==> src/rtl/xadc_scan_pwm_if.sv <==
// DRP and conversion-strobe bundle between the channel scanner and the XADC primitive.
interface xadc_scan_pwm_if;
  logic        eoc;
  logic        den;
  logic        dwe;
  logic [6:0]  daddr;
  logic        drdy;
  logic [15:0] do_in;

  modport master (
    input  eoc,
    input  drdy,
    input  do_in,
    output den,
    output dwe,
    output daddr
  );

  modport slave (
    output eoc,
    output drdy,
    output do_in,
    input  den,
    input  dwe,
    input  daddr
  );
endinterface

==> src/rtl/xadc_scan_pwm.sv <==
// Round-robin XADC DRP reader driving one PWM output per channel at the captured duty.
// Optional per-channel exponential smoothing is enabled by defining XADC_SCAN_EMA_EN.
module xadc_scan_pwm #(
  parameter int unsigned    NUM_CH       = 4,
  parameter int unsigned    PWM_W        = 8,
  parameter logic [111:0]   CH_ADDRS     = {84'd0, 7'h16, 7'h1F, 7'h17, 7'h1E},
  parameter int unsigned    DRDY_TIMEOUT = 255,
  parameter int unsigned    EMA_SHIFT    = 2
) (
  input  logic                    clk,
  input  logic                    rst,
  xadc_scan_pwm_if.master         drp,
  output logic [NUM_CH*PWM_W-1:0] duty,
  output logic [NUM_CH-1:0]       pwm,
  output logic                    frame_done,
  output logic                    drp_err
);

  localparam int unsigned      IdxW    = (NUM_CH > 1) ? $clog2(NUM_CH) : 1;
  localparam logic [IdxW-1:0]  IdxLast = IdxW'(NUM_CH - 1);
  localparam logic [15:0]      TmoLast = 16'(DRDY_TIMEOUT - 1);
  localparam logic [PWM_W-1:0] PwmMax  = '1;

  typedef enum logic [1:0] {StIdle, StIssue, StWait} state_e;

  state_e                         state_q, state_d;
  logic [IdxW-1:0]                idx_q, idx_d;
  logic [15:0]                    tmo_q, tmo_d;
  logic                           den_q, den_d;
  logic                           frame_q, frame_d;
  logic                           err_q, err_d;
  logic [NUM_CH-1:0][PWM_W-1:0]   sample_q, sample_d;
  logic [NUM_CH-1:0][PWM_W-1:0]   duty_q;
  logic [PWM_W-1:0]               cnt_q;
  logic [NUM_CH-1:0]              pwm_q;
  logic [PWM_W-1:0]               new_smp, upd_smp;
  logic [6:0]                     addr_tbl [NUM_CH];

  for (genvar i = 0; i < NUM_CH; i++) begin : g_addr
    assign addr_tbl[i] = CH_ADDRS[7*i +: 7];
  end

  assign new_smp = drp.do_in[15 -: PWM_W];

`ifdef XADC_SCAN_EMA_EN
  logic [NUM_CH-1:0]   primed_q, primed_d;
  logic [PWM_W-1:0]    cur_smp;
  logic signed [PWM_W:0] diff, step, sum;

  assign cur_smp = sample_q[idx_q];
  assign diff    = $signed({1'b0, new_smp}) - $signed({1'b0, cur_smp});
  assign step    = diff >>> EMA_SHIFT;
  // Moves a fraction of the way toward new, so the sum stays inside 0..PwmMax.
  assign sum     = $signed({1'b0, cur_smp}) + step;
  assign upd_smp = primed_q[idx_q] ? sum[PWM_W-1:0] : new_smp;
`else
  assign upd_smp = new_smp;
`endif

  always_comb begin
    state_d  = state_q;
    idx_d    = idx_q;
    tmo_d    = tmo_q;
    den_d    = 1'b0;
    frame_d  = 1'b0;
    err_d    = 1'b0;
    sample_d = sample_q;
`ifdef XADC_SCAN_EMA_EN
    primed_d = primed_q;
`endif
    unique case (state_q)
      StIdle: begin
        if (drp.eoc) begin
          state_d = StIssue;
          den_d   = 1'b1;
        end
      end
      StIssue: begin
        state_d = StWait;
        tmo_d   = '0;
      end
      StWait: begin
        // drdy wins over a timeout expiring in the same cycle.
        if (drp.drdy) begin
          sample_d[idx_q] = upd_smp;
`ifdef XADC_SCAN_EMA_EN
          primed_d[idx_q] = 1'b1;
`endif
          frame_d = (idx_q == IdxLast);
          idx_d   = (idx_q == IdxLast) ? '0 : idx_q + IdxW'(1);
          state_d = StIdle;
        end else if (tmo_q == TmoLast) begin
          err_d   = 1'b1;
          state_d = StIdle;
        end else begin
          tmo_d = tmo_q + 16'd1;
        end
      end
      default: state_d = StIdle;
    endcase
  end

  always_ff @(posedge clk) begin
    if (rst) begin
      state_q  <= StIdle;
      idx_q    <= '0;
      tmo_q    <= '0;
      den_q    <= 1'b0;
      frame_q  <= 1'b0;
      err_q    <= 1'b0;
      sample_q <= '0;
`ifdef XADC_SCAN_EMA_EN
      primed_q <= '0;
`endif
    end else begin
      state_q  <= state_d;
      idx_q    <= idx_d;
      tmo_q    <= tmo_d;
      den_q    <= den_d;
      frame_q  <= frame_d;
      err_q    <= err_d;
      sample_q <= sample_d;
`ifdef XADC_SCAN_EMA_EN
      primed_q <= primed_d;
`endif
    end
  end

  // Duties load only at the last count so each period uses one consistent value.
  always_ff @(posedge clk) begin
    if (rst) begin
      cnt_q  <= '0;
      duty_q <= '0;
      pwm_q  <= '0;
    end else begin
      cnt_q <= cnt_q + PWM_W'(1);
      if (cnt_q == PwmMax) begin
        duty_q <= sample_q;
      end
      for (int i = 0; i < NUM_CH; i++) begin
        pwm_q[i] <= (cnt_q < duty_q[i]) || (duty_q[i] == PwmMax);
      end
    end
  end

  assign drp.den    = den_q;
  assign drp.dwe    = 1'b0;
  assign drp.daddr  = addr_tbl[idx_q];
  assign duty       = duty_q;
  assign pwm        = pwm_q;
  assign frame_done = frame_q;
  assign drp_err    = err_q;

endmodule
==> src/flat_wrapper.sv <==
// flat-port wrapper written by rule: the top's interface ports become plain ports
module xadc_scan_pwm_flat 
#(
  parameter int unsigned    NUM_CH       = 4,
  parameter int unsigned    PWM_W        = 8,
  parameter logic [111:0]   CH_ADDRS     = {84'd0, 7'h16, 7'h1F, 7'h17, 7'h1E},
  parameter int unsigned    DRDY_TIMEOUT = 255,
  parameter int unsigned    EMA_SHIFT    = 2
)
  (clk, rst, duty, pwm, frame_done, drp_err, drp_eoc, drp_drdy, drp_do_in, drp_den, drp_dwe, drp_daddr);
  xadc_scan_pwm_if drp_i ();
  input  logic clk;
  input  logic rst;
  output logic [NUM_CH*PWM_W-1:0] duty;
  output logic [NUM_CH-1:0] pwm;
  output logic frame_done;
  output logic drp_err;
  input wire logic [$bits(drp_i.eoc)-1:0] drp_eoc;
  input wire logic [$bits(drp_i.drdy)-1:0] drp_drdy;
  input wire logic [$bits(drp_i.do_in)-1:0] drp_do_in;
  output wire logic [$bits(drp_i.den)-1:0] drp_den;
  output wire logic [$bits(drp_i.dwe)-1:0] drp_dwe;
  output wire logic [$bits(drp_i.daddr)-1:0] drp_daddr;
  assign drp_i.eoc = drp_eoc;
  assign drp_i.drdy = drp_drdy;
  assign drp_i.do_in = drp_do_in;
  assign drp_den = drp_i.den;
  assign drp_dwe = drp_i.dwe;
  assign drp_daddr = drp_i.daddr;
  xadc_scan_pwm #(.NUM_CH(NUM_CH), .PWM_W(PWM_W), .CH_ADDRS(CH_ADDRS), .DRDY_TIMEOUT(DRDY_TIMEOUT), .EMA_SHIFT(EMA_SHIFT)) u_core (.clk(clk), .rst(rst), .drp(drp_i), .duty(duty), .pwm(pwm), .frame_done(frame_done), .drp_err(drp_err));
endmodule
==> config.mk <==
export PLATFORM = sky130hd
export DESIGN_NAME = xadc_scan_pwm_flat
export DESIGN_NICKNAME = d
export VERILOG_FILES = /design/src/rtl/xadc_scan_pwm_if.sv /design/src/rtl/xadc_scan_pwm.sv /design/src/flat_wrapper.sv
export SDC_FILE = /design/constraint.sdc
export NUM_CORES = 1
export LEC_CHECK = 0
export ABC_AREA = 1
export CORE_MARGIN = 4
export CORE_UTILIZATION = 45
export DETAILED_ROUTE_END_ITERATION = 12
export GPL_ROUTABILITY_DRIVEN = 0
export GPL_TIMING_DRIVEN = 0
export PLACE_DENSITY = 0.72
export SLEW_MARGIN = 20
export SYNTH_ARGS = -nofsm -noshare
export SYNTH_HDL_FRONTEND = slang
export SYNTH_SLANG_ARGS = --single-unit
==> constraint.sdc <==
create_clock -name clk -period 1.35 [get_ports clk]
set_input_delay 0.405 -clock clk [delete_from_list [all_inputs] [get_ports clk]]
set_output_delay 0.405 -clock clk [all_outputs]
set_load 0.02 [all_outputs]
; ---- Word-level counts from Yosys, hierarchy flattened
; Index checks and enable logic that the tools add are counted.
[totals]
out_inout_bits = 47
input_bits = 20
word_cells = 72
ff_bits = 99
[op_classes]
reduce_logical = 13
n_bitwise = 4
n_lt_le_gt_ge = 7
addsub = 3
muxes = 16
eq_ne = 13
[ops]
columns = op, n
row1 = $eq 8x8->1 const B, 5
row2 = $bwmux 32, 1
row3 = $lt 8x8->1, 4
row4 = $mux 16, 2
row5 = $pmux 16 s2, 1
row6 = $add 16x1->16 const B, 1
row7 = $demux 8 s2, 1
row8 = $eq 16x8->1 const B, 1
row9 = $bmux 7 s2, 1
row10 = $mux 7, 2
row11 = $add 8x1->8 const B, 1
row12 = $mux 2, 4
row13 = $mux 8, 1
row14 = $ne 2x2->1 const B, 3
row15 = $pmux 2 s3, 1
row16 = $reduce_or 3->1, 2
row17 = $eq 2x2->1 const B, 2
row18 = $logic_or 1x1->1, 4
row19 = $reduce_and 2->1, 2
row20 = $ge 3x3->1 const B, 1
row21 = $lt 2x3->1 const B, 1
row22 = $ne 3x2->1 const B, 1
row23 = $not 1->1, 3
row24 = $not 2->3, 1
row25 = 9 further kinds, 10

; ---- Logic depth before layout (Yosys ltp)
[depth]
word_depth = 5
mapped_depth = 12
mapped_depth_nobuf = 11

; ---- Worst setup path after synthesis
; OpenSTA, ideal clock, no wires.
[synth_timing]
path_type = register to register
from = register u_core.cnt_q[1]
to = register u_core.duty_q (netlist bit u_core.duty[10])
stages_incl_launch_ff = 10
path_slack_ps = -156
path_buffers = 1
period_less_slack_ps = 1506
t_required_ps = 1232
t_arrival_ps = 1388
path_cell_list = dfxtp_1 > ha_1 > nand2_1 > nor2_2 > nand3_2 > nor2_2 > nand2_4 > buf_6 > o21ai_1 > a21oi_1
[synth_via]
elab_chain_cells = 1
[synth_rtl]
columns = item, line
row1 = from (decl), xadc_scan_pwm.sv:34  ; logic [PWM_W-1:0] cnt_q;
row2 = from (signal assigned), xadc_scan_pwm.sv:136  ; cnt_q <= cnt_q + PWM_W'(1);
row3 = $eq 8x8->1, xadc_scan_pwm.sv:137  ; if (cnt_q == PwmMax) begin
row4 = to (signal assigned), xadc_scan_pwm.sv:138  ; duty_q <= sample_q;
row5 = to (decl), xadc_scan_pwm.sv:33  ; logic [NUM_CH-1:0][PWM_W-1:0] duty_q;
; No other way between the ends.
; A chain may end at the register's enable or synchronous reset.

; ---- Worst setup path in the final report
[layout_timing]
from = register u_core.cnt_q[1]
to = register u_core.duty_q (netlist bit u_core.duty[7])
; Same word-level chain as after synthesis.

==> run metrics <==
dpl hpwl 9.281 mm; GRT Total Usage 22.46%; CTS clock-pin slew for the worst setup and hold paths 100 ps; post-DR vias/cell 5.371; I/O pin cnt 67; CTS tree yes; Flop pwr share 53.0%; core area roughly 10000 um^2; DRC viols 0; min cycle time layout 1602 ps; Area contributors post-synth dfxtp_1, nand2_1, a21oi_1; top cell family by delay on the critical path simple AND/OR/NAND/NOR gates; final wirelength between 10 and 15 mm; fin crit share 118.7%; worst-skew pair later-pin latency 370 ps; nets@finish slightly above 800; asr flop ratio synth 0%; Slew Limit Fails 0; # clock sinks roughly 100; Worst path slowest cell dfxtp_4; CP dominant cell by count nor2_4; Clock Skew 17.30 ps; RSZ-0062 raised after global routing true; cell taking the most area after synthesis dfxtp_1; sw frac 26.41%; slowest stage delay, CP 380 ps; CP cell instances ha_4 > nand2_4 > nor2_4 > nand3_4 > nor2_4 > nand2_8 > buf_8 > clkbuf_16 > a21oi_2; fmax 624.1 MHz; Cell Area, Synth 4832 um^2; Cell Pwr Density around 850 nW/um^2; ant diodes 0; CTS root buf clkbuf_8; TritonCTS Buffers 9; top-area cell type share of the netlist area 41.02%; # Max-Cap Violations 0; Post-Syn Area per Cell 7.366 um^2; buffers and inverters on the worst path 2; FF+latch count, synth between 90 and 100; crit path max fanout 8; Worst Max-Slew Pin Slew between 700 and 800 ps; commonest non-fill, non-tap cell in the layout nand2_1; clock share of power 35.2%; H-Tree Depth 3; Bufs on Longest Clock Path 2; failing checks negative setup slack; Critical Setup Path Class reg2reg; CP endpoint kind flip-flop; status complete, but fails checks; Rows 37; die area 12460 um^2; register area share after synthesis 41.02%; Initial DRC Count 231; Routed wire per std cell 16.05 um; most frequent cells in the layout nand2_1, dfxtp_1, a21oi_1; Finish-stage setup viols 50; Sum Neg Setup Slack -8338 ps; crit start category flip-flop; FILL cells 869; layout cell share with drive strength beyond 1 35.98%; vias post-DR 4791; Die W around 110 um; area grow syn2layout 35.86%; final core area utilization between 60 and 70%; vias in the first global route 4735; CP Data Required Time 1660 ps; Detailed Routing Iterations Pass 1 5; GRT overflow 0; initial antenna violation count 0; Primary FF master, synth dfxtp_1; post-synthesis cell count 656; Worst EP arrival 1910 ps; Logic pwr share 11.8%; worst setup slack after placement -500.4 ps; Switching Power 1.476 mW; Hold Path Class in2reg; worst hold slack 363.5 ps; Final WS setup -252.2 ps; Internal 4.113 mW; IR drop worst, VDD 0.4757 mV; antenna viol nets, final 0; chip height approximately 110 um; first-pass GRT wire length 22.83 mm; EDFF count, synth 0; Final Hold Vio Count 0; pin count of the biggest net entering global routing 16; post-synth cell types 29; YS warnings 0; I/O Buffers 51; leak pwr 2.671 nW; Starting Density 46.60%; max_slew headroom between 40% and 50%
-- final timing paths --
| kind | slack (ps) | to | depth (start not counted) | start |
|---|---|---|---|---|
| worst min-delay path | 360 | u_core.drp_err | 2 | drp_drdy |
| worst max-delay path | -250 | u_core.duty[7] | 9 | u_core.cnt_q[1] |
| worst min register to register | 470 | u_core.sample_q[12] | 2 | u_core.sample_q[12] |
| worst max register to register | -250 | u_core.duty[7] | 9 | u_core.cnt_q[1] |
-- synth_stat cells, types with 2 or more instances --
master and n:
nand2_2 6, dfxtp_1 99, ha_1 35, o21bai_1 2, nand2_1 144, nor3_1 5
o21ai_1 29, inv_1 68, o21ai_0 14, nand4_1 4, buf_6 9, nor2_1 44
nor4_1 9, o21a_1 5, nor2_2 3, buf_4 7, conb_1 2, a21oi_1 99
nand3_1 47, inv_2 2, clkbuf_1 11, buf_2 5
-- timing repair --
action,4_1_cts,5_1_grt
endpoints found under the setup margin,128,98
pin swaps,20,48
setup buffers,24,7
cloned,5,1
hold buffers,0,0
gates resized for setup,281,106
-- worst reg2reg max path, stage by stage (launching register included) --
cell and delay [ps]:
dfxtp_4 380, ha_4 140, nand2_4 60, nor2_4 140, nand3_4 100, nor2_4 170
nand2_8 120, buf_8 160, clkbuf_16 160, a21oi_2 110
-- state kept, by name (all words and copies together), names as in the netlist --
| signal | flops |
|---|---|
| u_core.duty | 32 |
| u_core.sample_q | 32 |
| u_core.tmo_q | 16 |
| u_core.cnt_q | 8 |
| u_core.pwm | 4 |
| u_core.idx_q | 2 |
| u_core.state_q | 2 |
| u_core.drp.den | 1 |
| u_core.drp_err | 1 |
| u_core.frame_done | 1 |
-- stage by stage --
stage | total power [mW] | instance area [um^2] | instances
6_report | 5.589 | 6565 | 892
5_1_grt | 5.791 | 6565 | 892
4_1_cts | 5.504 | 6155 | 888
3_5_place_dp | 3.515 | 5563 | 847
3_3_place_gp | 3.505 | 5563 | 847
2_1_floorplan | 3.342 | 4882 | 660
-- layer usage --
metal	up-vias	share of wire [%]	global-route usage (%)
met2	174	50	38.17
met4	0	3.1	10.46
met1	2232	42	27.59
met3	40	5.6	3.967
met5	-	0	0
li1	2345	-	-
-- logic make-up after synthesis --
kind of cell / Yosys count / synth area share [%]
AO/OA/AOI/OAI: 151 / 16.11
flip-flops: 99 / 41.02
buffers and inverters: 104 / 10.15
AND/OR/NAND/NOR: 265 / 23.51
adder cells (fa/ha/maj): 35 / 9.063
other: 2 / 0.1554
-- final cells by class --
| cell class | count | area [um^2] | share of cell area (%) |
|---|---|---|---|
| Multi-Input combinational cell | 457 | 2969 | 45.23 |
| Inverter | 71 | 271.5 | 4.136 |
| Timing Repair Buffer | 86 | 696.9 | 10.62 |
| Tap cell | 136 | 170.2 | 2.592 |
| Sequential cell | 99 | 2043 | 31.12 |
| Clock inverter | 4 | 48.80 | 0.7433 |
| Clock buffer | 12 | 145.1 | 2.211 |
| Buffer | 27 | 220.2 | 3.354 |
-- power groups by stage --
stage / registers, mW / logic [mW] / clock network [mW]
after floorplan: 3.06 / 0.284 / 0
after global placement: 3.05 / 0.451 / 0
after detailed placement: 3.06 / 0.460 / 0
after CTS: 2.97 / 0.567 / 1.97
after global routing: 2.97 / 0.717 / 2.11
final: 2.96 / 0.660 / 1.97
Power figures use the tool's default switching activity.
